===== src/rtl/instr_encoder_loader.sv =====
// ---------------------------------------------------------------------------
// instr_encoder_loader
//
// Purpose:
//   Turns decoded instruction descriptors (class, function, payload) into
//   19-bit instruction words, buffers them in a small FIFO and writes them
//   sequentially into instruction memory starting at a programmable base
//   address. The test harness and boot path use it to load programs.
//
//   Word layout: word[18:13] = opcode, word[12:0] = in_payload.
//   The opcode prefixes are prefix-free, so the Controller recovers the class
//   from the leading bits of every emitted word.
//
// Ports:
//   clk, rst            clock (rising edge), async active-high reset
//   start               one-cycle pulse in IDLE: latch base_addr/count
//   base_addr [ADDR_W]  first memory address written
//   count     [CNT_W]   number of words to load (0 -> straight to DONE)
//   in_valid/in_ready   descriptor handshake
//   in_class  [3]       0=REG 1=IMM 2=MEM 3=CJMP 4=JMP, 5-7 illegal
//   in_fn     [4]       function field
//   in_payload[13]      operand bits, copied to word[12:0]
//   imem_we/imem_ready  memory write handshake
//   imem_addr [ADDR_W]  write address
//   imem_wdata[19]      encoded word
//   busy                state is LOAD
//   done                one-cycle pulse after the last word is written
//   err_illegal         sticky; set on an illegal class, cleared by start
// ---------------------------------------------------------------------------
module instr_encoder_loader #(
  parameter int ADDR_W     = 8,
  parameter int FIFO_DEPTH = 4,
  parameter int CNT_W      = 8
) (
  input  logic              clk,
  input  logic              rst,
  input  logic              start,
  input  logic [ADDR_W-1:0] base_addr,
  input  logic [CNT_W-1:0]  count,
  input  logic              in_valid,
  output logic              in_ready,
  input  logic [2:0]        in_class,
  input  logic [3:0]        in_fn,
  input  logic [12:0]       in_payload,
  output logic              imem_we,
  input  logic              imem_ready,
  output logic [ADDR_W-1:0] imem_addr,
  output logic [18:0]       imem_wdata,
  output logic              busy,
  output logic              done,
  output logic              err_illegal
);

  // Opcode prefixes shared with the Controller's decoder.
  localparam logic [1:0] REGISTER_TYPE_OPCODE            = 2'b00;
  localparam logic [1:0] IMMEDIATE_TYPE_OPCODE           = 2'b01;
  localparam logic [2:0] MEMORY_TYPE_OPCODE              = 3'b100;
  localparam logic [2:0] CONDITIONAL_JUMP_TYPE_OPCODE    = 3'b101;
  localparam logic [3:0] NO_CONDITIONAL_JUMP_TYPE_OPCODE = 4'b1100;

  localparam int PTR_W = (FIFO_DEPTH > 1) ? $clog2(FIFO_DEPTH) : 1;

  localparam logic [PTR_W:0]    PTR_ONE  = 1;
  localparam logic [ADDR_W-1:0] ADDR_ONE = 1;
  localparam logic [CNT_W-1:0]  CNT_ONE  = 1;

  typedef enum logic [1:0] {
    ST_IDLE = 2'd0,
    ST_LOAD = 2'd1,
    ST_DONE = 2'd2
  } state_t;

  state_t state_q, state_d;

  logic [ADDR_W-1:0] addr_q, addr_d;
  logic [CNT_W-1:0]  remaining_q, remaining_d;
  logic [CNT_W-1:0]  count_q, count_d;
  logic [CNT_W-1:0]  accepted_q, accepted_d;
  logic              err_q, err_d;

  logic [PTR_W:0]    wr_ptr_q, wr_ptr_d;
  logic [PTR_W:0]    rd_ptr_q, rd_ptr_d;
  logic [18:0]       fifo_mem [FIFO_DEPTH];

  logic [5:0]        enc_opcode;
  logic              enc_legal;
  logic [18:0]       enc_word;
  logic [18:0]       fifo_head;
  logic              fifo_empty;
  logic              fifo_full;
  logic              accept;
  logic              push;
  logic              pop;
  logic              start_ok;

  // ---------------- encoder (combinational on the input) ----------------
  always_comb begin
    enc_opcode = '0;
    enc_legal  = 1'b1;
    case (in_class)
      3'd0:    enc_opcode = {REGISTER_TYPE_OPCODE, in_fn};
      3'd1:    enc_opcode = {IMMEDIATE_TYPE_OPCODE, in_fn};
      3'd2:    enc_opcode = {MEMORY_TYPE_OPCODE, in_fn[1:0], 1'b0};
      3'd3:    enc_opcode = {CONDITIONAL_JUMP_TYPE_OPCODE, in_fn[2:0]};
      3'd4:    enc_opcode = {NO_CONDITIONAL_JUMP_TYPE_OPCODE, in_fn[1:0]};
      default: enc_legal  = 1'b0;
    endcase
  end

  assign enc_word = {enc_opcode, in_payload};

  // ---------------- FIFO ----------------
  // Pointers carry one extra wrap bit to tell full from empty.
  assign fifo_empty = (wr_ptr_q == rd_ptr_q);
  assign fifo_full  = (wr_ptr_q[PTR_W] != rd_ptr_q[PTR_W]) &&
                      (wr_ptr_q[PTR_W-1:0] == rd_ptr_q[PTR_W-1:0]);
  assign fifo_head  = fifo_mem[rd_ptr_q[PTR_W-1:0]];

  assign accept   = in_valid && in_ready;
  // Illegal descriptors complete the handshake but never enter the FIFO.
  assign push     = accept && enc_legal;
  assign pop      = imem_we && imem_ready;
  assign start_ok = (state_q == ST_IDLE) && start;

  always_ff @(posedge clk) begin
    if (push) begin
      fifo_mem[wr_ptr_q[PTR_W-1:0]] <= enc_word;
    end
  end

  // ---------------- datapath next-state ----------------
  always_comb begin
    addr_d      = addr_q;
    remaining_d = remaining_q;
    count_d     = count_q;
    accepted_d  = accepted_q;
    err_d       = err_q;
    wr_ptr_d    = wr_ptr_q;
    rd_ptr_d    = rd_ptr_q;
    if (start_ok) begin
      addr_d      = base_addr;
      remaining_d = count;
      count_d     = count;
      accepted_d  = '0;
      err_d       = 1'b0;
    end else begin
      if (pop) begin
        addr_d      = addr_q + ADDR_ONE;       // wraps modulo 2^ADDR_W
        remaining_d = remaining_q - CNT_ONE;
        rd_ptr_d    = rd_ptr_q + PTR_ONE;
      end
      if (push) begin
        accepted_d = accepted_q + CNT_ONE;
        wr_ptr_d   = wr_ptr_q + PTR_ONE;
      end
      if (accept && !enc_legal) begin
        err_d = 1'b1;
      end
    end
  end

  always_ff @(posedge clk or posedge rst) begin
    if (rst) begin
      addr_q      <= '0;
      remaining_q <= '0;
      count_q     <= '0;
      accepted_q  <= '0;
      err_q       <= 1'b0;
      wr_ptr_q    <= '0;
      rd_ptr_q    <= '0;
    end else begin
      addr_q      <= addr_d;
      remaining_q <= remaining_d;
      count_q     <= count_d;
      accepted_q  <= accepted_d;
      err_q       <= err_d;
      wr_ptr_q    <= wr_ptr_d;
      rd_ptr_q    <= rd_ptr_d;
    end
  end

  // ---------------- FSM: state register ----------------
  always_ff @(posedge clk or posedge rst) begin
    if (rst) begin
      state_q <= ST_IDLE;
    end else begin
      state_q <= state_d;
    end
  end

  // ---------------- FSM: next state ----------------
  always_comb begin
    state_d = state_q;
    case (state_q)
      ST_IDLE: begin
        if (start) begin
          state_d = (count == '0) ? ST_DONE : ST_LOAD;
        end
      end
      ST_LOAD: begin
        // Leave as the final word is taken by memory.
        if ((remaining_q == '0) || (pop && (remaining_q == CNT_ONE))) begin
          state_d = ST_DONE;
        end
      end
      ST_DONE: state_d = ST_IDLE;
      default: state_d = ST_IDLE;
    endcase
  end

  // ---------------- FSM: outputs ----------------
  always_comb begin
    busy        = (state_q == ST_LOAD);
    done        = (state_q == ST_DONE);
    imem_we     = (state_q == ST_LOAD) && !fifo_empty;
    in_ready    = (state_q == ST_LOAD) && !fifo_full && (accepted_q < count_q);
    imem_addr   = addr_q;
    // Gated so the bus reads zero whenever no write is offered.
    imem_wdata  = imem_we ? fifo_head : '0;
    err_illegal = err_q;
  end

endmodule

===== config.mk =====
export PLATFORM = sky130hd
export DESIGN_NAME = instr_encoder_loader
export DESIGN_NICKNAME = d
export VERILOG_FILES = /design/src/rtl/instr_encoder_loader.sv
export SDC_FILE = /design/constraint.sdc
export NUM_CORES = 1
export LEC_CHECK = 0
export BUFFER_PORTS_ARGS = -buffer_cell sky130_fd_sc_hd__buf_2
export CORE_MARGIN = 5
export CORE_UTILIZATION = 40
export DETAILED_ROUTE_END_ITERATION = 10
export PLACE_DENSITY = 0.64
export SKIP_LAST_GASP = 1
export SLEW_MARGIN = 20
export SYNTH_ARGS = -nofsm -noshare
export SYNTH_HDL_FRONTEND = slang
export SYNTH_SLANG_ARGS = --single-unit
export TNS_END_PERCENT = 10

===== constraint.sdc =====
create_clock -name clk -period 3.3 [get_ports clk]
set_input_delay 0.165 -clock clk [delete_from_list [all_inputs] [get_ports clk]]
set_output_delay 0.165 -clock clk [all_outputs]
set_load 0.01 [all_outputs]

==> impl_results.md, run 1 <==
* Post-synth top area cell: edfxtp_1
* Final cycle utilization of the critical path at 81.5%
* Total wire length at 11,400 um
* Count of buffers from port buffering at 72
* Crit start category: flop
* Post-detailed-route via-to-cell ratio at 5.03
* Total negative setup slack at 0 ns
* Pin count of the biggest net entering global routing at 42
* Combined area of all synthesized cells at 0.00536 mm2
* Remaining max-slew budget at the tightest pin at 31.5%
* Reg clk slew, reported paths at 0.06 ns
* Syn avg cell area at 13.4 um2
* EDFF count, synth at 76
* Number of top-level pins at 73
* Count of cell types in the netlist at 48
* Setup Buffers After CTS at 0
* CTS HTree Levels at 4
* Number of maximum-capacitance constraint violations at 0
* Clock root cell: clkbuf_16
* Post-DRT Antenna Nets at 0
* HP Class: primary input to flop
* Period minus WS final at 2.69 ns
* Overall via count from detail_route at 3,479
* Initial DRC count at 239
* Area added between synthesis and finish at 25.6%
* Area enclosed by the die boundary at 0.0158 mm2
* Clock latency on the worst-skew pair at 0.41 ns
* Leak at 2.73 nW
* Hpwl dp at 7330 um
* Number of buffers inserted by hold repair at cts at 22
* Overall overflow remaining after global route at 0
* Drt first pass iters at 4
* Die span in y at 126 um
* Maximum number of buffers from clock root to sink at 2
* Number of antenna repair diodes at 0
* Die Width at 126 um
* Post-Syn Instances at 399
* Final nets at 559
* Sequential share of the synthesized area at 61.7%
* Number of register bits inferred by synthesis at 117
* Endpoint kind of the worst setup timing path: flop
* Top-count cell post-synth: edfxtp_1
* Final hold violation count at 0
* Most frequent cells after synthesis: edfxtp_1 (76), dfrtp_1 (41), nand2_1 (38)
* Initial core utilization at 40.6%
* Power per standard cell area at 936 mW/mm2
* Row cnt at 42
* CP Data Arrival Time at 2.71 ns
* Worst EP required at 3.32 ns
* Average routed wire per standard cell at 16.4 um
* Footprint of the flip-flops and latches at 0.00331 mm2
* Max Fanout on Critical Path at 19
* Top post-synthesis cells by area: edfxtp_1 (43%), dfrtp_1 (19%), mux4_2 (8.0%)
* Antenna violations before repair at 0
* Synthesized netlist net count at 456
* Total chip power at 0.00630 W
* Setup violators final at 0
* CTS tree: built
* Placer congestion estimate at 0.794
* CTS buffer count at 17
* Sinks on the clock net at 117
* Area share of the largest cell type after synthesis at 42.6%
* Fraction of registers with async set/reset at 35.0%
* Worst clock skew at 0.0124 ns
* Wire length of the first global-routing pass at 18,700 um
* Status: finished clean
* Max rail drop VDD at 0.000514 V
* Peak Freq at 372 MHz
* Fillers at 1,114
* Multi-input gate area in the final layout at 0.00191 mm2
* Overall track demand over capacity in global routing at 15.0%
* Share of layout cells above drive strength 1 at 27.4%
* Syn. warnings at 0
* Fin. max-slew vios at 0
* Placeable core region at 0.0132 mm2
* Via count of the first global-routing pass at 3,610
* Kind of critical path: flop to flop
* Dominant synthesized flop cell: edfxtp_1
* Resize count post-CTS at 0
* Worst-Margin Slew at 1.03 ns
* Unrepaired setup endpoints after global routing: no
* Remaining design rule violation count at 0
-- per-layer routing --
| metal | vias up | global-route usage (%) | part of all wire (%) |
|---|---|---|---|
| met2 | 71 | 25.1 | 50 |
| met1 | 1711 | 18.5 | 44 |
| li1 | 1689 | - | - |
| met5 | - | 0 | 0 |
| met3 | 8 | 4.53 | 4.6 |
| met4 | 0 | 5.30 | 1.1 |
-- cell usage in the layout, fill, tap and decap left out, drive strengths merged, types with 17 or more instances in the layout --
master	synthesis	final
buf	6	79
edfxtp	76	76
dfrtp	41	41
nand2	38	38
inv	21	24
dlygate4sd3	0	22
nor2	22	22
nor2b	21	21
o21ai	21	21
mux4	19	19
clkbuf	11	17
-- worst max-delay path: stages, from the launching register on --
cell and delay, ns:
dfrtp_1 0.43, ha_1 0.28, o21ai_0 0.22, a211o_1 0.22, o211ai_4 0.15, inv_4 0.13
and3_1 0.85
-- metrics by stage --
step / hold WS (ns) / instances / cell area (um2) / worst slack, ns / utilization (%)
2_1_floorplan: 0.264 / 399 / 5360 / 0.987 / -
3_3_place_gp: 0.324 / 637 / 5930 / 0.673 / 45.0
3_5_place_dp: 0.340 / 637 / 5930 / 0.613 / 45.0
4_1_cts: 0.000943 / 691 / 6730 / 0.564 / 51.0
5_1_grt: 0.0205 / 691 / 6730 / 0.374 / 51.0
6_report: 0.0155 / 691 / 6730 / 0.611 / 51.0
-- power by group --
group          internal [W]  switching [W]
Combinational       0.00101        0.00137
Clock               0.00111       0.000670
Sequential          0.00192       0.000208
Total               0.00405        0.00225
-- worst paths after layout --
check                         startpoint             end  slack [ns]  cells past startpoint
max                        accepted_q[2]  fifo_mem[1][0]        0.61                      6
min                             count[7]      count_q[7]        0.02                      3
max reg2reg                accepted_q[2]  fifo_mem[1][0]        0.61                      6
min reg2reg                  err_illegal     err_illegal        0.49                      1
max in group asynchronous            rst   accepted_q[1]        2.48                      4
min in group asynchronous            rst      count_q[6]        0.43                      4
-- flip-flops by register name (all words and copies together), names as in the netlist --
register     cells
count_q          8
err_illegal      1
rd_ptr_q         3
accepted_q       8
remaining_q      8
wr_ptr_q         3
fifo_mem        76
state_q          2
imem_addr        8
-- final cells by class --
cell class                 instances  area share [%]
multi-input combinational        244            28.3
timing repair buffer             101            9.41
tap                              176            3.27
sequential                       117            49.2
clock buffer                      17            6.32
clock inverter                    15            2.31
inverter                          21            1.21
-- kinds of logic (layout without fill, tap and decap cells) --
family / Yosys count / in the layout / share of synthesized area [%]
buf+inv: 38 / 154 / 2.96
fa+ha+maj: 16 / 16 / 3.73
flops: 117 / 117 / 61.7
simple gates: 136 / 136 / 12.9
mux: 25 / 25 / 9.13
compound gates: 56 / 56 / 7.80
xor+xnor: 11 / 11 / 1.80
(Power assumes the default switching activity.)
==> run 2, diff against run 1 <==
==> constraint.sdc (replaced) <==
create_clock -name clk -period 2.7 [get_ports clk]
set_input_delay 0.135 -clock clk [delete_from_list [all_inputs] [get_ports clk]]
set_output_delay 0.135 -clock clk [all_outputs]
set_load 0.01 [all_outputs]
==> run 2 against run 1 <==
Setup slack lost 0.46 ns. Global-route usage increased by 0.41 points. Cell area rose by 2.3%. Register-to-register slack lost 0.46 ns. Sequential power is 22% higher. Critical path depth fell by 1. Routed wire length is 1.1% higher. Total power is 26% higher. Cell count is 1.9% higher. Clock power increased by 30%. Non-clock buffer count grew 14. Via count grew 1.8%. Highest routed layer unchanged.
==> impl_results.md, run 2 (synthesis gave the netlist of run 1 again) <==
* Total chip power at 0.00795 W
* Remaining design rule violation count at 0
* Levels on crit path at 5
* Hold depth at 3
* Final Worst Setup Slack at 0.151 ns
* Overall overflow remaining after global route at 0
* Row cnt at 42
* Post-DRT Antenna Nets at 0
* Final nets at 573
* Clock root cell: clkbuf_16
* Launch point of the worst reg-to-reg path: accepted_q[1]
* Setup violators final at 0
* Unrepaired setup endpoints after global routing: yes
* Post-detailed-route via-to-cell ratio at 5.03
* Critical hold path startpoint: count[1]
* Share of layout cells above drive strength 1 at 28.0%
* Kind of critical path: flop to flop
* Placeable core region at 0.0132 mm2
* Placer congestion estimate at 0.791
* Leak at 2.80 nW
* Average routed wire per standard cell at 16.3 um
* Pin count of the biggest net entering global routing at 42
* Die span in y at 126 um
* Overall via count from detail_route at 3,541
* Crit start category: flop
* Status: finished clean
* Final hold violation count at 0
* Maximum number of buffers from clock root to sink at 2
* Most frequent standard cell in the layout excluding fill and tap cells: edfxtp_1
* Flip-flop count of the largest register, all copies and words added at 76
* Remaining max-slew budget at the tightest pin at 32.3%
* Count of buffers from port buffering at 72
* Area added between synthesis and finish at 28.4%
* CP Cell Sequence: ha_1 > a2111oi_4 > o211ai_4 > inv_4 > and3_1
* CTS buffer count at 17
* Fin. max-slew vios at 0
* CP Data Arrival Time at 2.57 ns
* Sinks on the clock net at 117
* Period minus WS final at 2.55 ns
* Source of the critical timing path: accepted_q[1]
* Register-to-register setup slack at 0.15 ns
* CTS HTree Levels at 4
* Family with the most delay on the worst path: simple AND/OR/NAND/NOR gates
* Power per standard cell area at 1160 mW/mm2
* HP Class: primary input to flop
* Initial DRC count at 229
* Number of antenna repair diodes at 0
* Worst slack at placement at 0.0741 ns
* Worst clock skew at 0.00684 ns
* Number of top-level pins at 73
* Clock latency on the worst-skew pair at 0.40 ns
* Max rail drop VDD at 0.000723 V
* Antenna violations before repair at 0
* Peak Freq at 392 MHz
* Via count of the first global-routing pass at 3,743
* Worst-Margin Slew at 1.01 ns
* Combined buffer and inverter count along the critical path at 1
* Highest-count cells in the layout ignoring fill and taps: edfxtp_1 (76), buf_2 (72), dfrtp_1 (41)
* Overall track demand over capacity in global routing at 15.4%
* Max incr delay on CP at 0.84 ns
* Initial core utilization at 40.6%
* Depth of the most critical reg-to-reg path at 5
* Reg clk slew, reported paths at 0.05 ns
* CTS tree: built
* Drt first pass iters at 4
* Total wire length at 11,500 um
* Die Width at 126 um
* Post-Route Utilization at 52.2%
* Final cycle utilization of the critical path at 94.4%
* Hpwl dp at 7470 um
* Wire length of the first global-routing pass at 19,100 um
* Area enclosed by the die boundary at 0.0158 mm2
* Worst EP required at 2.72 ns
* Fillers at 1,109
* Number of maximum-capacitance constraint violations at 0
* Endpoint kind of the worst setup timing path: flop
* Max Fanout on Critical Path at 19
* Library cell contributing the largest single delay on the critical path: and3_1
run 2: repair_timing:
item	4_1_cts	5_1_grt
hold endpoints to repair	109	0
hold buffers	28	0
buffers inserted	0	0
setup endpoints to repair	0	58
resized for setup	0	1
run 2: worst register-to-register path, delay by kind of cell (launching register included):
kind                       cells  cell delay [ns]
adders and majority gates      1             0.32
and+or+nand+nor                1             0.84
DFF                            1             0.41
AOI/OAI and AO/OA              2             0.49
buffers and inverters          1             0.10
run 2: final timing paths:
kind / endpoint
setup / recovery: fifo_mem[1][0]
hold / removal: count_q[1]
setup reg to reg: fifo_mem[1][0]
hold reg to reg: state_q[1]
max in group asynchronous: wr_ptr_q[0]
min in group asynchronous: count_q[6]
run 2: per-layer routing:
layer / global-route usage, % / routed length [um] / vias to the layer above
met4: 5.74 / 209 / 0
met1: 19.2 / 5020 / 1734
met2: 25.7 / 5740 / 76
met3: 4.36 / 513 / 18
li1: - / - / 1713
met5: 0 / 0 / -
run 2: cell type report:
class | count | area (um2) | area share [%]
multi-input combinational | 244 | 1910 | 27.7
inverter | 21 | 81.3 | 1.18
sequential | 117 | 3310 | 48.1
clock inverter | 13 | 183 | 2.65
clock buffer | 18 | 429 | 6.24
timing repair buffer | 115 | 753 | 10.9
tap | 176 | 220 | 3.20
run 2: power breakdown:
group,internal (W),switching [W]
combinational,0.00134,0.00170
clock,0.00154,0.000782
sequential,0.00235,0.000254
total,0.00522,0.00273
run 2: stage by stage:
step | instances | TNS, ns | cell area, um2 | hold slack [ns]
6_report | 704 | 0 | 6880 | 0.0227
5_1_grt | 704 | -0.683 | 6880 | 0.0449
4_1_cts | 704 | 0 | 6880 | 0.0108
3_5_place_dp | 645 | 0 | 5990 | 0.306
3_3_place_gp | 645 | 0 | 5990 | 0.292
2_1_floorplan | 399 | 0 | 5360 | 0.234
